### src/rtl/derandomizer.sv
// Receive-side CCSDS complex-symbol derandomizer: regenerates the Gold-sequence
// rotation index locked to sof and multiplies each symbol by j^(-R).
module derandomizer #(
  parameter int W         = 8,
  parameter int FRAME_LEN = 1024
) (
  input  logic                i_clk,
  input  logic                i_reset,
  input  logic                i_valid,
  output logic                o_ready,
  input  logic                i_sof,
  input  logic signed [W-1:0] i_i,
  input  logic signed [W-1:0] i_q,
  output logic                o_valid,
  input  logic                i_ready,
  output logic signed [W-1:0] o_i,
  output logic signed [W-1:0] o_q,
  output logic                o_sof,
  output logic                o_eof,
  output logic                o_locked,
  output logic                o_err
);

  typedef enum logic {HUNT = 1'b0, TRACK = 1'b1} state_t;

  localparam logic [17:0]         X_SEED = 18'h00001;
  localparam logic [17:0]         Y_SEED = 18'h3FFFF;
  localparam logic [15:0]         FLEN   = 16'(FRAME_LEN);
  localparam logic signed [W-1:0] S_MIN  = {1'b1, {(W-1){1'b0}}};
  localparam logic signed [W-1:0] S_MAX  = {1'b0, {(W-1){1'b1}}};

  function automatic logic [17:0] x_next(input logic [17:0] x);
    return {x[7] ^ x[0], x[17:1]};
  endfunction

  function automatic logic [17:0] y_next(input logic [17:0] y);
    return {y[10] ^ y[7] ^ y[5] ^ y[0], y[17:1]};
  endfunction

  function automatic logic [1:0] rot_idx(input logic [17:0] x, input logic [17:0] y);
    logic z1;
    logic z2;
    z1 = x[4] ^ x[6] ^ x[15];
    z2 = y[5] ^ y[6] ^ (^y[15:8]);
    return {z1 ^ z2, x[0] ^ y[0]};
  endfunction

  // The most negative sample has no positive twin, so it clamps to the maximum.
  function automatic logic signed [W-1:0] sat_neg(input logic signed [W-1:0] a);
    return (a == S_MIN) ? S_MAX : -a;
  endfunction

  state_t                state_q, state_d;
  logic [15:0]           cnt_q, cnt_d;
  logic [17:0]           x_q, x_d, y_q, y_d;
  logic                  valid_q, valid_d;
  logic signed [W-1:0]   out_i_q, out_i_d, out_q_q, out_q_d;
  logic                  sof_q, sof_d, eof_q, eof_d, err_q, err_d;
  logic                  accept_s, emit_s;
  logic [17:0]           gx_s, gy_s;
  logic [1:0]            r_s;

  assign o_ready  = !valid_q || i_ready;
  assign accept_s = i_valid && o_ready;

  always_comb begin
    state_d = state_q;
    cnt_d   = cnt_q;
    x_d     = x_q;
    y_d     = y_q;
    valid_d = valid_q && !i_ready;
    out_i_d = out_i_q;
    out_q_d = out_q_q;
    sof_d   = sof_q;
    eof_d   = eof_q;
    err_d   = 1'b0;
    emit_s  = 1'b0;
    gx_s    = x_q;
    gy_s    = y_q;
    r_s     = 2'd0;

    if (accept_s) begin
      if (i_sof) begin
        // Mid-frame sof is an error but still restarts the frame from the seed.
        emit_s  = 1'b1;
        gx_s    = X_SEED;
        gy_s    = Y_SEED;
        state_d = TRACK;
        cnt_d   = 16'd1;
        err_d   = (state_q == TRACK) && (cnt_q != FLEN);
        sof_d   = 1'b1;
        eof_d   = 1'b0;
      end else if ((state_q == TRACK) && (cnt_q != FLEN)) begin
        emit_s  = 1'b1;
        cnt_d   = cnt_q + 16'd1;
        sof_d   = 1'b0;
        eof_d   = ((cnt_q + 16'd1) == FLEN);
      end else if (state_q == TRACK) begin
        err_d   = 1'b1;
        state_d = HUNT;
      end else begin
        state_d = HUNT;
      end
    end else begin
      state_d = state_q;
    end

    if (emit_s) begin
      r_s     = rot_idx(gx_s, gy_s);
      x_d     = x_next(gx_s);
      y_d     = y_next(gy_s);
      valid_d = 1'b1;
      case (r_s)
        2'd0: begin out_i_d = i_i;          out_q_d = i_q;          end
        2'd1: begin out_i_d = i_q;          out_q_d = sat_neg(i_i); end
        2'd2: begin out_i_d = sat_neg(i_i); out_q_d = sat_neg(i_q); end
        2'd3: begin out_i_d = sat_neg(i_q); out_q_d = i_i;          end
        default: begin out_i_d = i_i;       out_q_d = i_q;          end
      endcase
    end else begin
      r_s = 2'd0;
    end
  end

  always_ff @(posedge i_clk) begin
    if (i_reset) begin
      state_q <= HUNT;
      cnt_q   <= 16'd0;
      x_q     <= X_SEED;
      y_q     <= Y_SEED;
      valid_q <= 1'b0;
      out_i_q <= '0;
      out_q_q <= '0;
      sof_q   <= 1'b0;
      eof_q   <= 1'b0;
      err_q   <= 1'b0;
    end else begin
      state_q <= state_d;
      cnt_q   <= cnt_d;
      x_q     <= x_d;
      y_q     <= y_d;
      valid_q <= valid_d;
      out_i_q <= out_i_d;
      out_q_q <= out_q_d;
      sof_q   <= sof_d;
      eof_q   <= eof_d;
      err_q   <= err_d;
    end
  end

  assign o_valid  = valid_q;
  assign o_i      = out_i_q;
  assign o_q      = out_q_q;
  assign o_sof    = sof_q;
  assign o_eof    = eof_q;
  assign o_err    = err_q;
  assign o_locked = (state_q == TRACK);

endmodule

### config.mk
export PLATFORM = sky130hd
export DESIGN_NAME = derandomizer
export DESIGN_NICKNAME = d
export VERILOG_FILES = /design/src/rtl/derandomizer.sv
export SDC_FILE = /design/constraint.sdc
export NUM_CORES = 1
export LEC_CHECK = 0
export CORE_MARGIN = 2
export CORE_UTILIZATION = 59
export CTS_BUF_LIST = sky130_fd_sc_hd__clkbuf_4
export DETAILED_ROUTE_END_ITERATION = 16
export PLACE_DENSITY = 0.83
export SLEW_MARGIN = 20
export SYNTH_ARGS = -nofsm -noshare
export SYNTH_HDL_FRONTEND = slang
export SYNTH_SLANG_ARGS = --single-unit
### constraint.sdc
create_clock -name i_clk -period 2.7 [get_ports i_clk]
set_clock_uncertainty 0.1 [all_clocks]
set_input_delay 0.54 -clock i_clk [delete_from_list [all_inputs] [get_ports i_clk]]
set_output_delay 0.54 -clock i_clk [all_outputs]
set_load 0.005 [all_outputs]
==> impl_metrics.ini, run 1 <==
[logic_synthesis]
synth.area.top_cells = dfxtp_1 (36%), nand2_1 (6.0%), nor2_1 (4.9%)
synth-edff-count = 0
synth.avg_cell_area_um2 = 7.95
syn_nets = 540
async_flop_share = 0
ys_seq_area_frac = 0.357
synth.distinct_cells = 63
synth_top_cell_by_area = dfxtp_1
synth_area_mm2 = 0.00409
ys_ff_latch = 73
synth_top_area_frac = 0.357
synthCells = 515
synth_flop_cell = dfxtp_1
synth_warnings = 0

[global_route]
busiest_layer = met2
met3_usage = 0.0455
overflow = 0
grt.met1_usage = 0.426
grt_pass1_vias = 3857
antenna_found_initial = 0
grt_max_degree = 35
grt_pass1_wl_mm = 18.4
grtUsageMet2 = 0.481
grt_use_total = 0.307

[hold_path]
hold_class = reg2reg
min_path_cells = 2

[placement]
place.gp.congestion = 0.962
port_buffers = 42
dpl.hpwl_mm = 8.18
place_inst = 655
pre_cts_slack_ps = -261

[setup_path]
crit_slowest_cell = xnor3_2
cp_common_cell = buf_4
endpoint = o_i[5]
cp.required_ps = 2930
worstSetupPathType = reg2reg
crit_chain = xor2_1 > xnor3_2 > xnor2_4 > buf_4 > buf_4 > nand3_1 > a221oi_1 > nor4_1
r2r-start = y_q[5]
reg2regPathDepth = 8
critPathArrivalTime_ps = 2710
reg2reg_setup_slack_ps = 220
reg2reg_to = o_i[5]
max_stage_delay_ps = 550
cp-end-kind = register
worstSetupStartpointType = register
critPathLaunch = y_q[5]
crit_fanout = 7

[power_and_ir_drop]
p_leak_nw = 1.96
vdd_drop_max_v = 0.000379
p_per_area_mw_per_mm2 = 519

[floorplanning]
die_width_um = 87.3
ios = 43
initial_core_util = 0.606
core_mm2 = 0.00676
die_h_um = 87.3
num_rows = 30
die-area_mm2 = 0.00762

[drt]
drc = 0
vias = 4357
drtAntennaViolNets = 0
first_iter_violations = 500
post_drt_via_cell_ratio = 6.45
post_drt_wl_per_cell_um = 16.8
first_pass_iters = 6
drt-total-wl_mm = 11.3

[timing]
hold-worst-slack_ps = 382
finalCriticalPeriod_ps = 2480
worst_pin_slew_ps = 512
slew_violations = 0
fin_tns_setup_ps = 0
setup_viol_count_final = 0
worst_slack_ps = 216
hold_viol_final = 0
fin_crit_sh = 0.920
rsz0062_at_grt = no
maxSlewHeadroom = 0.659
timing.fmax_mhz = 403

[clock_network]
cts_tree = done
insertion_delay_ps = 440
cts_root_buf = clkbuf_4
path_clk_slew_ps = 150
cts_max_level = 3
cts_buffers = 9
clk_path_buf_depth = 2
cts_hold_buffers = 0
cts_sinks = 73

[layout]
final_cell_mix = dfxtp_1 (73), nand2_1 (65), buf_4 (59), nor2_1 (52), clkdlybuf4s50_1 (41)
layout-drive-gt1-share = 0.160
fillCellCount = 520
final_util = 0.753
layout.cells.non_filler = 675
area_growth_syn_to_layout_pct = 24.3
final_common_cell = dfxtp_1
antenna_cells = 0
num-nets-final = 615

[flow_run]
cap_viol_max_count = 0

[outcome]
status = completed
==> cell usage after synthesis, types with 3 or more instances <==
cell / n
o21a_1: 4
a21oi_1: 29
o221ai_1: 3
nor3_1: 12
o31ai_1: 4
o22ai_1: 5
nor4_1: 9
and4_1: 4
nor2_1: 53
a221oi_1: 3
a22oi_1: 20
a311oi_1: 7
dfxtp_1: 73
xnor2_1: 13
o211ai_1: 5
and3_1: 7
inv_1: 13
nand2_1: 65
nand3b_1: 4
clkbuf_1: 31
buf_2: 7
nand3_1: 27
nor2b_1: 5
o21ai_0: 23
ha_1: 4
xor2_1: 5
a311o_1: 3
a31oi_1: 7
nand2b_1: 3
or3_1: 8
nand4_1: 8
a211oi_1: 12
==> registers in the layout, summed over array words and instances, names as in the netlist <==
register,cells
o_err,1
o_i,8
o_locked,1
o_eof,1
cnt_q,16
x_q,18
o_q,8
o_sof,1
y_q,18
o_valid,1
==> routing by layer <==
layer | share of wire | vias to the layer above | wire, um
met4 | 0.023 | 0 | 259
met3 | 0.076 | 33 | 858
met5 | 0 | - | 0
met2 | 0.46 | 206 | 5230
met1 | 0.44 | 2074 | 4990
li1 | - | 2044 | -
==> worst min path at each step <==
stage / from / to / slack [ps]
5_1_grt: y_q[4] / y_q[3] / 410
3_3_place_gp: o_eof / o_eof / 340
6_report: y_q[2] / y_q[1] / 380
2_1_floorplan: y_q[17] / y_q[16] / 340
3_5_place_dp: y_q[2] / y_q[1] / 360
4_1_cts: y_q[2] / y_q[1] / 380
==> per-stage QoR <==
step | instance area [um^2] | total power, mW
after floorplan | 4090 | 1.57
after global placement | 4900 | 1.85
after detailed placement | 4900 | 1.86
after CTS | 5050 | 2.62
after global routing | 5090 | 2.75
final | 5090 | 2.64
==> where the power goes <==
group | leakage [nW] | total (mW) | internal [mW] | switching [mW]
Sequential | 0.594 | 1.16 | 1.12 | 0.0323
Clock | 0.0806 | 0.757 | 0.301 | 0.456
Combinational | 1.28 | 0.729 | 0.352 | 0.377
==> layout make-up <==
class	count	area, um^2	share of cell area
inverter	13	48.8	0.00959
clock buffer	9	67.6	0.0133
timing repair buffer	103	898	0.177
sequential	73	1460	0.287
tap	80	100	0.0197
clock inverter	7	86.3	0.0170
multi-input combinational	390	2420	0.477
==> repair_timing <==
item,4_1_cts,5_1_grt
endpoints found under the setup margin,0,6
resized for setup,0,2
buffers inserted,0,4
==> cells by family (layout without fill, tap and decap cells) <==
kind of cell             Yosys count  count (layout)  share of synthesized area
flip-flops                        73              73                      0.357
buffers and inverters             52             132                     0.0517
multiplexers                       5               5                     0.0190
AND/OR/NAND/NOR                  217             217                      0.259
XOR/XNOR                          23              23                     0.0663
adder cells (fa/ha/maj)            4               4                     0.0122
AO/OA/AOI/OAI                    141             141                      0.235
==> worst max-delay path: cells and delay by family, from the launching register on <==
family | cells | cell delay, ps
buf+inv | 2 | 350
compound gates | 1 | 310
simple gates | 2 | 180
flops | 1 | 400
xor+xnor | 3 | 1060
Note: power is estimated with default switching activity, not from simulation.
==> run 2: changes to the inputs <==
--- a/config.mk
+++ b/config.mk
@@ -6,10 +6,10 @@
 export NUM_CORES = 1
 export LEC_CHECK = 0
 export CORE_MARGIN = 2
-export CORE_UTILIZATION = 59
+export CORE_UTILIZATION = 60
 export CTS_BUF_LIST = sky130_fd_sc_hd__clkbuf_4
 export DETAILED_ROUTE_END_ITERATION = 16
-export PLACE_DENSITY = 0.83
+export PLACE_DENSITY = 0.84
 export SLEW_MARGIN = 20
 export SYNTH_ARGS = -nofsm -noshare
 export SYNTH_HDL_FRONTEND = slang
==> constraint.sdc (replaced) <==
create_clock -name i_clk -period 3 [get_ports i_clk]
set_clock_uncertainty 0.1 [all_clocks]
set_input_delay 0.6 -clock i_clk [delete_from_list [all_inputs] [get_ports i_clk]]
set_output_delay 0.6 -clock i_clk [all_outputs]
set_load 0.005 [all_outputs]
==> impl_metrics.ini, run 2 (same netlist as run 1, synthesis figures left out) <==
[floorplanning]
die_width_um = 86.6
ios = 43
die-area_mm2 = 0.00750
core_mm2 = 0.00668
initial_core_util = 0.613
num_rows = 30
die_h_um = 86.6

[timing]
worst_pin_slew_ps = 758
setup_viol_count_final = 0
hold_viol_final = 0
rsz0062_at_grt = no
fin_tns_setup_ps = 0
hold-worst-slack_ps = 366
timing.fmax_mhz = 357
finalCriticalPeriod_ps = 2800
fin_crit_sh = 0.934
slew_violations = 0
maxSlewHeadroom = 0.495

[layout]
fillCellCount = 530
area_growth_syn_to_layout_pct = 19.7
design_area_mm2 = 0.00490
final_common_cell = dfxtp_1
final_cell_mix = dfxtp_1 (73), nand2_1 (65), nor2_1 (52), clkdlybuf4s50_1 (41), buf_4 (41)
final_util = 0.733
antenna_cells = 0
top_regs = x_q x18, y_q x18, cnt_q x16
num-nets-final = 595
layout-drive-gt1-share = 0.127

[clock_network]
cts_max_level = 3
cts_buffers = 9
cts_hold_buffers = 0
cts_resized = 0
cts_sinks = 73
post_cts_buffers = 0
insertion_delay_ps = 450
path_clk_slew_ps = 120
cts_tree = done
cts_root_buf = clkbuf_4
clk_path_buf_depth = 2

[power_and_ir_drop]
p_leak_nw = 1.84
vdd_drop_max_v = 0.000400
p_int_mw = 1.55
pwr-share-seq = 0.459
p_sw_frac = 0.320
power.switching_uw = 727
p_clk_frac = 0.279
power.share.combinational = 0.262
p_per_area_mw_per_mm2 = 464

[setup_path]
critPathArrivalTime_ps = 3010
worstSetupPathType = reg2reg
crit_slowest_cell = xnor3_2
path_delay_family = XOR/XNOR gates
worstSetupStartpointType = register
cp-end-kind = register
max_stage_delay_ps = 560
crit_fanout = 12
crit_chain = xor2_1 > xnor3_2 > xor2_2 > nor2_4 > buf_4 > a221oi_1 > nor4_1
cp.required_ps = 3210
crit_buf_inv = 1

[drt]
drc = 0
post_drt_wl_per_cell_um = 16.6
first_iter_violations = 499
drt-total-wl_mm = 10.8
first_pass_iters = 6
vias = 4201
drtAntennaViolNets = 0
post_drt_via_cell_ratio = 6.41

[outcome]
status = completed

[placement]
place.gp.congestion = 0.945
port_buffers = 42
placed_area_mm2 = 0.00476
dpl.hpwl_mm = 7.74

[global_route]
grt_max_degree = 42
overflow = 0
antenna_found_initial = 0
grt_use_total = 0.303
grt_pass1_wl_mm = 18.0
grt_pass1_vias = 3806

[flow_run]
cap_viol_max_count = 0

[hold_path]
hold_class = reg2reg
## run 2: final cells by class
cell class | instances | area [um^2] | area share
clock buffer | 10 | 75.1 | 0.0153
clock inverter | 6 | 66.3 | 0.0135
inverter | 13 | 48.8 | 0.00996
multi-input combinational | 390 | 2420 | 0.495
sequential | 73 | 1460 | 0.298
tap | 80 | 100 | 0.0204
timing repair buffer | 83 | 723 | 0.148
## run 2: worst reg2reg max path: cells and delay by family, from the launching register on
kind	cells	cell delay, ps
and+or+nand+nor	2	280
buffers and inverters	1	200
xor gates and xnor gates	3	1360
AOI/OAI and AO/OA	1	340
DFF	1	390
## run 2: worst paths after layout
path / to / from / slack (ps) / cells past startpoint
max: o_i[5] / y_q[5] / 200 / 7
max reg2reg: o_i[5] / y_q[5] / 200 / 7
min reg2reg: o_eof / o_eof / 370 / 2
min: o_eof / o_eof / 370 / 2
## run 2: power groups by stage
stage | Clock [mW] | Combinational, mW | Sequential (mW)
after floorplan | 0 | 0.356 | 1.06
after global placement | 0 | 0.566 | 1.06
final | 0.634 | 0.596 | 1.04
after CTS | 0.648 | 0.579 | 1.04
after global routing | 0.689 | 0.637 | 1.05
after detailed placement | 0 | 0.576 | 1.06
## run 2: per-stage QoR
stage,power (mW),cells,setup WS (ps)
floorplan,1.42,515,401
global placement,1.63,639,6.76
detailed placement,1.64,639,-69.5
CTS,2.27,655,300
global route,2.37,655,110
finish,2.27,655,197
## run 2: per-layer routing
| metal | global-route usage | vias to the layer above | share of wire |
|---|---|---|---|
| li1 | - | 1997 | - |
| met1 | 0.407 | 1946 | 0.42 |
| met2 | 0.469 | 227 | 0.46 |
| met3 | 0.0905 | 31 | 0.096 |
| met4 | 0.101 | 0 | 0.023 |
| met5 | 0 | - | 0 |
